**config.mk**
```make
export PLATFORM = sky130hd
export DESIGN_NAME = fetch_unit_flat
export DESIGN_NICKNAME = d
export VERILOG_FILES = /design/src/rtl/fetch_unit_if.sv /design/src/rtl/fetch_unit.sv /design/src/flat_wrapper.sv
export SDC_FILE = /design/constraint.sdc
export NUM_CORES = 1
export LEC_CHECK = 0
export CORE_ASPECT_RATIO = 0.8
export CORE_MARGIN = 2
export CORE_UTILIZATION = 40
export CTS_BUF_LIST = sky130_fd_sc_hd__clkbuf_2 sky130_fd_sc_hd__clkbuf_4 sky130_fd_sc_hd__clkbuf_8
export CTS_CLUSTER_SIZE = 8
export DETAILED_ROUTE_END_ITERATION = 16
export PLACE_DENSITY = 0.68
export SLEW_MARGIN = 20
export SYNTH_ARGS = -nofsm -noshare
export SYNTH_HDL_FRONTEND = slang
export SYNTH_SLANG_ARGS = --single-unit
```
**constraint.sdc**
```tcl
create_clock -name clk -period 4.65 [get_ports clk]
set_input_delay 0.465 -clock clk [delete_from_list [all_inputs] [get_ports clk]]
set_output_delay 0.465 -clock clk [all_outputs]
set_load 0.01 [all_outputs]
```
**src/rtl/fetch_unit_if.sv**
```systemverilog
// Instruction-memory request/acknowledge port between the fetch stage and instruction memory.
// The master side drives the request and address; the slave side returns the ack and read data.
interface fetch_unit_if;
    logic        req;
    logic [31:0] addr;
    logic        ack;
    logic [31:0] rdata;

    modport master (output req, output addr, input ack, input rdata);
    modport slave (input req, input addr, output ack, output rdata);
endinterface

```
**src/rtl/fetch_unit.sv**
```systemverilog
// Instruction-fetch stage: owns the PC, fetches over a req/ack port, parks one instruction on stall.
// Define FETCH_PERF_CNT_EN to add saturating fetch/redirect performance counters.
module fetch_unit #(
    parameter logic [31:0] RESET_PC = 32'h0000_0000,
    parameter logic [31:0] PC_STEP  = 32'd1,
    parameter logic [31:0] NOP_INST = 32'h0000_0000
) (
    input  logic                clk,
    input  logic                rst,
    input  logic                stall_i,
    input  logic                redirect_i,
    input  logic [31:0]         redirect_pc_i,
    fetch_unit_if.master        imem_io,
    output logic [31:0]         out_pc_o,
    output logic [31:0]         out_inst_o,
    output logic                out_valid_o
`ifdef FETCH_PERF_CNT_EN
    ,
    output logic [31:0]         fetch_count_o,
    output logic [31:0]         redirect_count_o
`endif
);

    typedef enum logic {StReq, StHold} state_e;

    state_e      state_q, state_d;
    logic [31:0] pc_q, pc_d;
    logic [31:0] hold_pc_q, hold_pc_d;
    logic [31:0] hold_inst_q, hold_inst_d;
    logic [31:0] out_pc_q, out_pc_d;
    logic [31:0] out_inst_q, out_inst_d;
    logic        out_valid_q, out_valid_d;
    logic        accept;

    // Ack only counts while a request is actually outstanding.
    assign accept = (state_q == StReq) && imem_io.ack;

    always_ff @(posedge clk or posedge rst) begin
        if (rst) begin
            state_q <= StReq;
        end else begin
            state_q <= state_d;
        end
    end

    always_comb begin
        state_d = state_q;
        if (redirect_i) begin
            state_d = StReq;
        end else begin
            unique case (state_q)
                StReq:   if (imem_io.ack && stall_i) state_d = StHold;
                StHold:  if (!stall_i) state_d = StReq;
                default: state_d = StReq;
            endcase
        end
    end

    always_comb begin
        imem_io.req  = (state_q == StReq) && !rst;
        imem_io.addr = pc_q;
    end

    always_comb begin
        pc_d        = pc_q;
        hold_pc_d   = hold_pc_q;
        hold_inst_d = hold_inst_q;
        out_pc_d    = out_pc_q;
        out_inst_d  = out_inst_q;
        out_valid_d = out_valid_q;
        if (redirect_i) begin
            // Redirect wins over stall and kills any same-cycle ack data.
            pc_d        = redirect_pc_i;
            hold_pc_d   = '0;
            hold_inst_d = NOP_INST;
            out_pc_d    = redirect_pc_i;
            out_inst_d  = NOP_INST;
            out_valid_d = 1'b0;
        end else if (state_q == StReq) begin
            if (imem_io.ack) begin
                pc_d = pc_q + PC_STEP;
                if (stall_i) begin
                    hold_pc_d   = pc_q;
                    hold_inst_d = imem_io.rdata;
                end else begin
                    out_pc_d    = pc_q;
                    out_inst_d  = imem_io.rdata;
                    out_valid_d = 1'b1;
                end
            end else if (!stall_i) begin
                out_inst_d  = NOP_INST;
                out_valid_d = 1'b0;
            end
        end else if (!stall_i) begin
            out_pc_d    = hold_pc_q;
            out_inst_d  = hold_inst_q;
            out_valid_d = 1'b1;
        end
    end

    always_ff @(posedge clk or posedge rst) begin
        if (rst) begin
            pc_q        <= RESET_PC;
            hold_pc_q   <= '0;
            hold_inst_q <= NOP_INST;
            out_pc_q    <= '0;
            out_inst_q  <= NOP_INST;
            out_valid_q <= 1'b0;
        end else begin
            pc_q        <= pc_d;
            hold_pc_q   <= hold_pc_d;
            hold_inst_q <= hold_inst_d;
            out_pc_q    <= out_pc_d;
            out_inst_q  <= out_inst_d;
            out_valid_q <= out_valid_d;
        end
    end

    assign out_pc_o    = out_pc_q;
    assign out_inst_o  = out_inst_q;
    assign out_valid_o = out_valid_q;

`ifdef FETCH_PERF_CNT_EN
    logic [31:0] fetch_cnt_q, fetch_cnt_d;
    logic [31:0] redir_cnt_q, redir_cnt_d;

    always_comb begin
        fetch_cnt_d = fetch_cnt_q;
        redir_cnt_d = redir_cnt_q;
        if (accept && !redirect_i && (fetch_cnt_q != 32'hFFFF_FFFF)) begin
            fetch_cnt_d = fetch_cnt_q + 32'd1;
        end
        if (redirect_i && (redir_cnt_q != 32'hFFFF_FFFF)) begin
            redir_cnt_d = redir_cnt_q + 32'd1;
        end
    end

    always_ff @(posedge clk or posedge rst) begin
        if (rst) begin
            fetch_cnt_q <= '0;
            redir_cnt_q <= '0;
        end else begin
            fetch_cnt_q <= fetch_cnt_d;
            redir_cnt_q <= redir_cnt_d;
        end
    end

    assign fetch_count_o    = fetch_cnt_q;
    assign redirect_count_o = redir_cnt_q;
`else
    logic unused_accept;
    assign unused_accept = accept;
`endif

endmodule

```
**src/flat_wrapper.sv**
```systemverilog
// flat-port wrapper written by rule: the top's interface ports become plain ports
module fetch_unit_flat 
#(
    parameter logic [31:0] RESET_PC = 32'h0000_0000,
    parameter logic [31:0] PC_STEP  = 32'd1,
    parameter logic [31:0] NOP_INST = 32'h0000_0000
)
  (clk, rst, stall_i, redirect_i, redirect_pc_i, out_pc_o, out_inst_o, out_valid_o, imem_io_req, imem_io_addr, imem_io_ack, imem_io_rdata);
  fetch_unit_if imem_io_i ();
  input  logic clk;
  input  logic rst;
  input  logic stall_i;
  input  logic redirect_i;
  input  logic [31:0] redirect_pc_i;
  output logic [31:0] out_pc_o;
  output logic [31:0] out_inst_o;
  output logic out_valid_o;
  output wire logic [$bits(imem_io_i.req)-1:0] imem_io_req;
  output wire logic [$bits(imem_io_i.addr)-1:0] imem_io_addr;
  input wire logic [$bits(imem_io_i.ack)-1:0] imem_io_ack;
  input wire logic [$bits(imem_io_i.rdata)-1:0] imem_io_rdata;
  assign imem_io_req = imem_io_i.req;
  assign imem_io_addr = imem_io_i.addr;
  assign imem_io_i.ack = imem_io_ack;
  assign imem_io_i.rdata = imem_io_rdata;
  fetch_unit #(.RESET_PC(RESET_PC), .PC_STEP(PC_STEP), .NOP_INST(NOP_INST)) u_core (.clk(clk), .rst(rst), .stall_i(stall_i), .redirect_i(redirect_i), .redirect_pc_i(redirect_pc_i), .imem_io(imem_io_i), .out_pc_o(out_pc_o), .out_inst_o(out_inst_o), .out_valid_o(out_valid_o));
endmodule
```
Yosys cells after proc, flatten, opt, wreduce, memory -nomap -nowiden

Index checks and enable logic that the tools add are counted.
Widths: inputs -> output; s select.

Bits of input ports: 69
Register bits: 162

Reductions and logical operators: 9
Multiplexer cells: 31
Bitwise operators: 1
Equality and inequality tests: 5
Add/sub/neg operators: 1

Operator list:

| operator              | number |
|---|---|
| $mux 32               | 22 |
| $add 32x1->32 const B | 1 |
| $mux 1                | 8 |
| $ne 3x3->1 const B    | 2 |
| $reduce_and 3->1      | 2 |
| $ne 4x1->1 const B    | 1 |
| $reduce_bool 2->1     | 2 |
| $reduce_bool 3->1     | 1 |
| $logic_and 1x1->1     | 2 |
| $ne 2x1->1 const B    | 1 |
| $ne 2x2->1 const B    | 1 |
| $pmux 1 s2            | 1 |
| $reduce_and 2->1      | 1 |
| $logic_not 1->1       | 1 |
| $not 1->1             | 1 |

Longest topological paths before layout

Depth after elaboration: 4
Depth in mapped cells: 7
Depth with buffers taken out: 5

Worst setup path before layout

Ideal clock, no wire load.

Path type: register to register
Start: register u_core.pc_q[7], in the netlist u_core.imem_io.addr[7]
End: register u_core.pc_q[27], in the netlist u_core.imem_io.addr[27]
Path slack: 2.704 ns
Arrival time: 1.826 ns
Stages on the path, launching flop included: 5
Setup time: 0.120 ns
Clock period less this slack: 1.946 ns
Required time: 4.530 ns
Path buffers: 0
Cells stage by stage: dfrtp_1 -> nand3_2 -> or4_1 -> or4_1 -> and4_1

Longest elaborated chain between the ends: 4

RTL lines:

| element                | line              | text |
|---|---|---|
| start, declared        | fetch_unit.sv:27  | `logic [31:0] pc_q, pc_d;` |
| start signal, assigned | fetch_unit.sv:110 | `pc_q <= pc_d;` |
| $add 32x1->32          | fetch_unit.sv:81  | `pc_d = pc_q + PC_STEP;` |
| $mux 32                | fetch_unit.sv:80  | `if (imem_io.ack) begin` |
| $mux 32                | fetch_unit.sv:79  | `end else if (state_q == StReq) begin` |
| $mux 32                | fetch_unit.sv:71  | `if (redirect_i) begin` |

Every way passes these cells. The select of a mux whose other input is x is not followed.
A chain may end at the register's enable or synchronous reset.

Worst setup path in the final report

Start: register u_core.state_q
End: register u_core.pc_q[22], in the netlist u_core.imem_io.addr[22]

Longest elaborated chain between the ends: 2

RTL lines:

| element                    | line             | text |
|---|---|---|
| start, declared            | fetch_unit.sv:26 | `state_e state_q, state_d;` |
| start signal, assigned     | fetch_unit.sv:40 | `state_q <= StReq;` |
| start signal, assigned     | fetch_unit.sv:42 | `state_q <= state_d;` |
| $ne 2x2->1 (no line)       | n/a              |  |
| $reduce_and 2->1 (no line) | n/a              |  |

Every way passes these cells.

==> flow_metrics.env <==
export IMPL_outcome="finished clean"
export IMPL_postCtsSetupBuffers=0
export IMPL_avgSynthCellArea_sq_um=10.23
export IMPL_finalWirelength_mm=20.56
export IMPL_ys_top_cells_by_area="dfrtp_1 (55%), a22o_1 (7.6%), nand2_1 (3.5%)"
export IMPL_wl_met1_mm=10.30
export IMPL_final_common_cell="clkdlybuf4s50_1"
export IMPL_design_area_sq_mm=0.009633
export IMPL_initial_core_util_pct=40.82
export IMPL_die_x_um=156
export IMPL_worst_pin_slew_ns=0.8165
export IMPL_dr_wl_met2_mm=8.968
export IMPL_finalSetupTns_ns=0
export IMPL_rsz0062_at_grt="no"
export IMPL_maxCapViolCount=0
export IMPL_clk_pin_slew_worst_paths_ns=0.09
export IMPL_drive_gt1_share_pct=7.577
export IMPL_ir_worst_vdd_mv=0.1580
export IMPL_cp_cell_sequence="buf_4 -> and3b_1 -> and3_1 -> a211oi_1 -> nor4_1"
export IMPL_setup_viol=0
export IMPL_fin_worst_skew_ns=0.01219
export IMPL_grt_max_degree=132
export IMPL_dp_slack_ns=1.839
export IMPL_wire_per_inst_um=18.67
export IMPL_critPathSlowestCell="dfrtp_2"
export IMPL_fin_crit_ns=2.531
export IMPL_insertion_delay_ns=0.45
export IMPL_die_area_sq_mm=0.01959
export IMPL_synth_distinct_cells=38
export IMPL_area_growth_pct=30.29
export IMPL_ctsResizeCount=0
export IMPL_grt_pass1_wl_mm=32.48
export IMPL_setup_ws_ns=2.119
export IMPL_critical_path_arrival_ns=2.88
export IMPL_row_count=44
export IMPL_cellLeakagePower_nw=3.984
export IMPL_final_min_period_over_clock_period_pct=54.43
export IMPL_cpPeakStageDelay_ns=0.62
export IMPL_io_pins=167
export IMPL_num_antenna_cells=0
export IMPL_wl_met3_mm=1.053
export IMPL_ys_async_sr_fraction_pct=100.0
export IMPL_syn_area_sq_mm=0.007393
export IMPL_clockBufferDepth=2
export IMPL_maxSlewHeadroom_pct=45.44
export IMPL_antenna_found_initial=0
export IMPL_crit_fanout=34
export IMPL_r2r_slack_ns=2.12
export IMPL_cp_end_kind="flop"
export IMPL_ctsHtreeMaxLevel=4
export IMPL_via_per_inst=5.593
export IMPL_hold_viol=0
export IMPL_gr_total_overflow=0
export IMPL_grt_pass1_vias=5791
export IMPL_place_hpwl_mm=13.79
export IMPL_cts_sinks=162
export IMPL_synth_cells=723
export IMPL_powerDensity_mw_per_mm2=347.6
export IMPL_cp_required_ns=5.00
export IMPL_ys_seq_area_share_pct=54.83
export IMPL_slew_violations=0
export IMPL_ant_nets=0
export IMPL_clockRootBuffer="clkbuf_8"
export IMPL_synth_edf_count=0
export IMPL_numCtsBuffers=17
export IMPL_nets=929
export IMPL_drc=0
export IMPL_fp_dieH_um=125.6
export IMPL_total_power_mw=3.348
export IMPL_design_core_area_sq_mm=0.01811
export IMPL_hp_class="reg -> reg"
export IMPL_portBuffers=166
export IMPL_synth_area_leader_cell="dfrtp_1"
export IMPL_highest_layer="met4"
export IMPL_grt_usage_pct=21.33
export IMPL_via_count=6158
export IMPL_crit_type="reg -> reg"
export IMPL_gp_congestion=0.8102
export IMPL_yosys_warnings=0
export IMPL_final_cell_mix="clkdlybuf4s50_1 (165), dfrtp_1 (161), nand2_1 (68)"
export IMPL_worstSetupStartpointType="flop"
export IMPL_cts_tree="built"
export IMPL_synth_top_area_share_pct=54.83
export IMPL_dpl_cell_area_sq_mm=0.009246
export IMPL_hold_buffers=0
export IMPL_synthFlopType="dfrtp_1"
export IMPL_ys_ff_latch=162
export IMPL_first_iter_violations=427
export IMPL_synth_nets=793
export IMPL_fmax_ghz=0.3951
export IMPL_firstDrtPassIters=5
-- report_power, final --
part           switching [mW]  total (mW)  internal [mW]
registers               0.131        1.66           1.53
logic                   0.311       0.654          0.344
clock network           0.522        1.03          0.511
-- logic make-up after synthesis --
| logic type | count (synthesis) | synth area share [%] |
|---|---|---|
| AOI/OAI and AO/OA | 240 | 22.91 |
| DFF | 162 | 54.83 |
| adders and majority gates | 1 | 0.1692 |
| xor gates and xnor gates | 8 | 0.9477 |
| muxes | 20 | 2.894 |
| buffers and inverters | 64 | 3.300 |
| and+or+nand+nor | 228 | 14.94 |
-- synthesized netlist by cell type (all sizes together) (11+ instances only) --
cell type,instances
o31ai,28
nor2b,20
nor2,67
or4,11
clkbuf,55
o21ai,36
mux2,11
a22oi,32
a21oi,36
a211oi,23
a22o,64
a31oi,12
nand4,12
dfrtp,162
nand2,69
-- path summary, 6_finish.rpt --
| path | startpoint | end | cells after the start |
|---|---|---|---|
| worst max-delay path | u_core.state_q$_DFF_PP0_ | u_core.imem_io.addr[22]$_DFFE_PP0P_ | 5 |
| max in group asynchronous | rst | u_core.imem_io.addr[19]$_DFFE_PP0P_ | 3 |
| min in group asynchronous | rst | u_core.out_valid_o$_DFFE_PP0P_ | 2 |
| worst max register to register | u_core.state_q$_DFF_PP0_ | u_core.imem_io.addr[22]$_DFFE_PP0P_ | 5 |
| worst min-delay path | u_core.out_pc_o[20]$_DFFE_PP0P_ | u_core.out_pc_o[20]$_DFFE_PP0P_ | 2 |
| worst min register to register | u_core.out_pc_o[20]$_DFFE_PP0P_ | u_core.out_pc_o[20]$_DFFE_PP0P_ | 2 |
-- cell type report --
| cell class | count | area [sq um] |
|---|---|---|
| multi-input combinational | 497 | 3129 |
| sequential | 162 | 4055 |
| inverter | 3 | 15.01 |
| tap | 230 | 287.8 |
| clock inverter | 10 | 110.1 |
| clock buffer | 21 | 276.5 |
| timing repair buffer | 178 | 1759 |
| fill | 1612 | 8479 |
-- worst max-delay path, delay by kind of cell (launching register included) --
family	cells	cell delay, ns
AO/OA/AOI/OAI	1	0.14
flip-flops	1	0.62
buffers and inverters	1	0.34
AND/OR/NAND/NOR	3	1.29
-- per-layer routing --
metal  track usage (%)  vias up
li1                  -     2947
met1             32.78     3007
met2             30.74      183
met3             4.298       21
met4             5.505        0
met5                 0        -
-- stage by stage --
| step | instances | hold WS (ns) | utilization [%] |
|---|---|---|---|
| after floorplan | 723 | 0.4676 | - |
| after global placement | 1070 | 0.4614 | 51.05 |
| after detailed placement | 1070 | 0.4672 | 51.05 |
| after CTS | 1101 | 0.4834 | 53.18 |
| after global routing | 1101 | 0.5118 | 53.18 |
| final | 1101 | 0.4837 | 53.18 |
-- flip-flops by register name (all words and copies together), names as in the netlist --
name / cells
u_core.out_pc_o: 32
u_core.out_inst_o: 32
u_core.hold_inst_q: 32
u_core.out_valid_o: 1
u_core.imem_io.addr: 32
u_core.hold_pc_q: 32
u_core.state_q: 1
(Power assumes the default switching activity.)
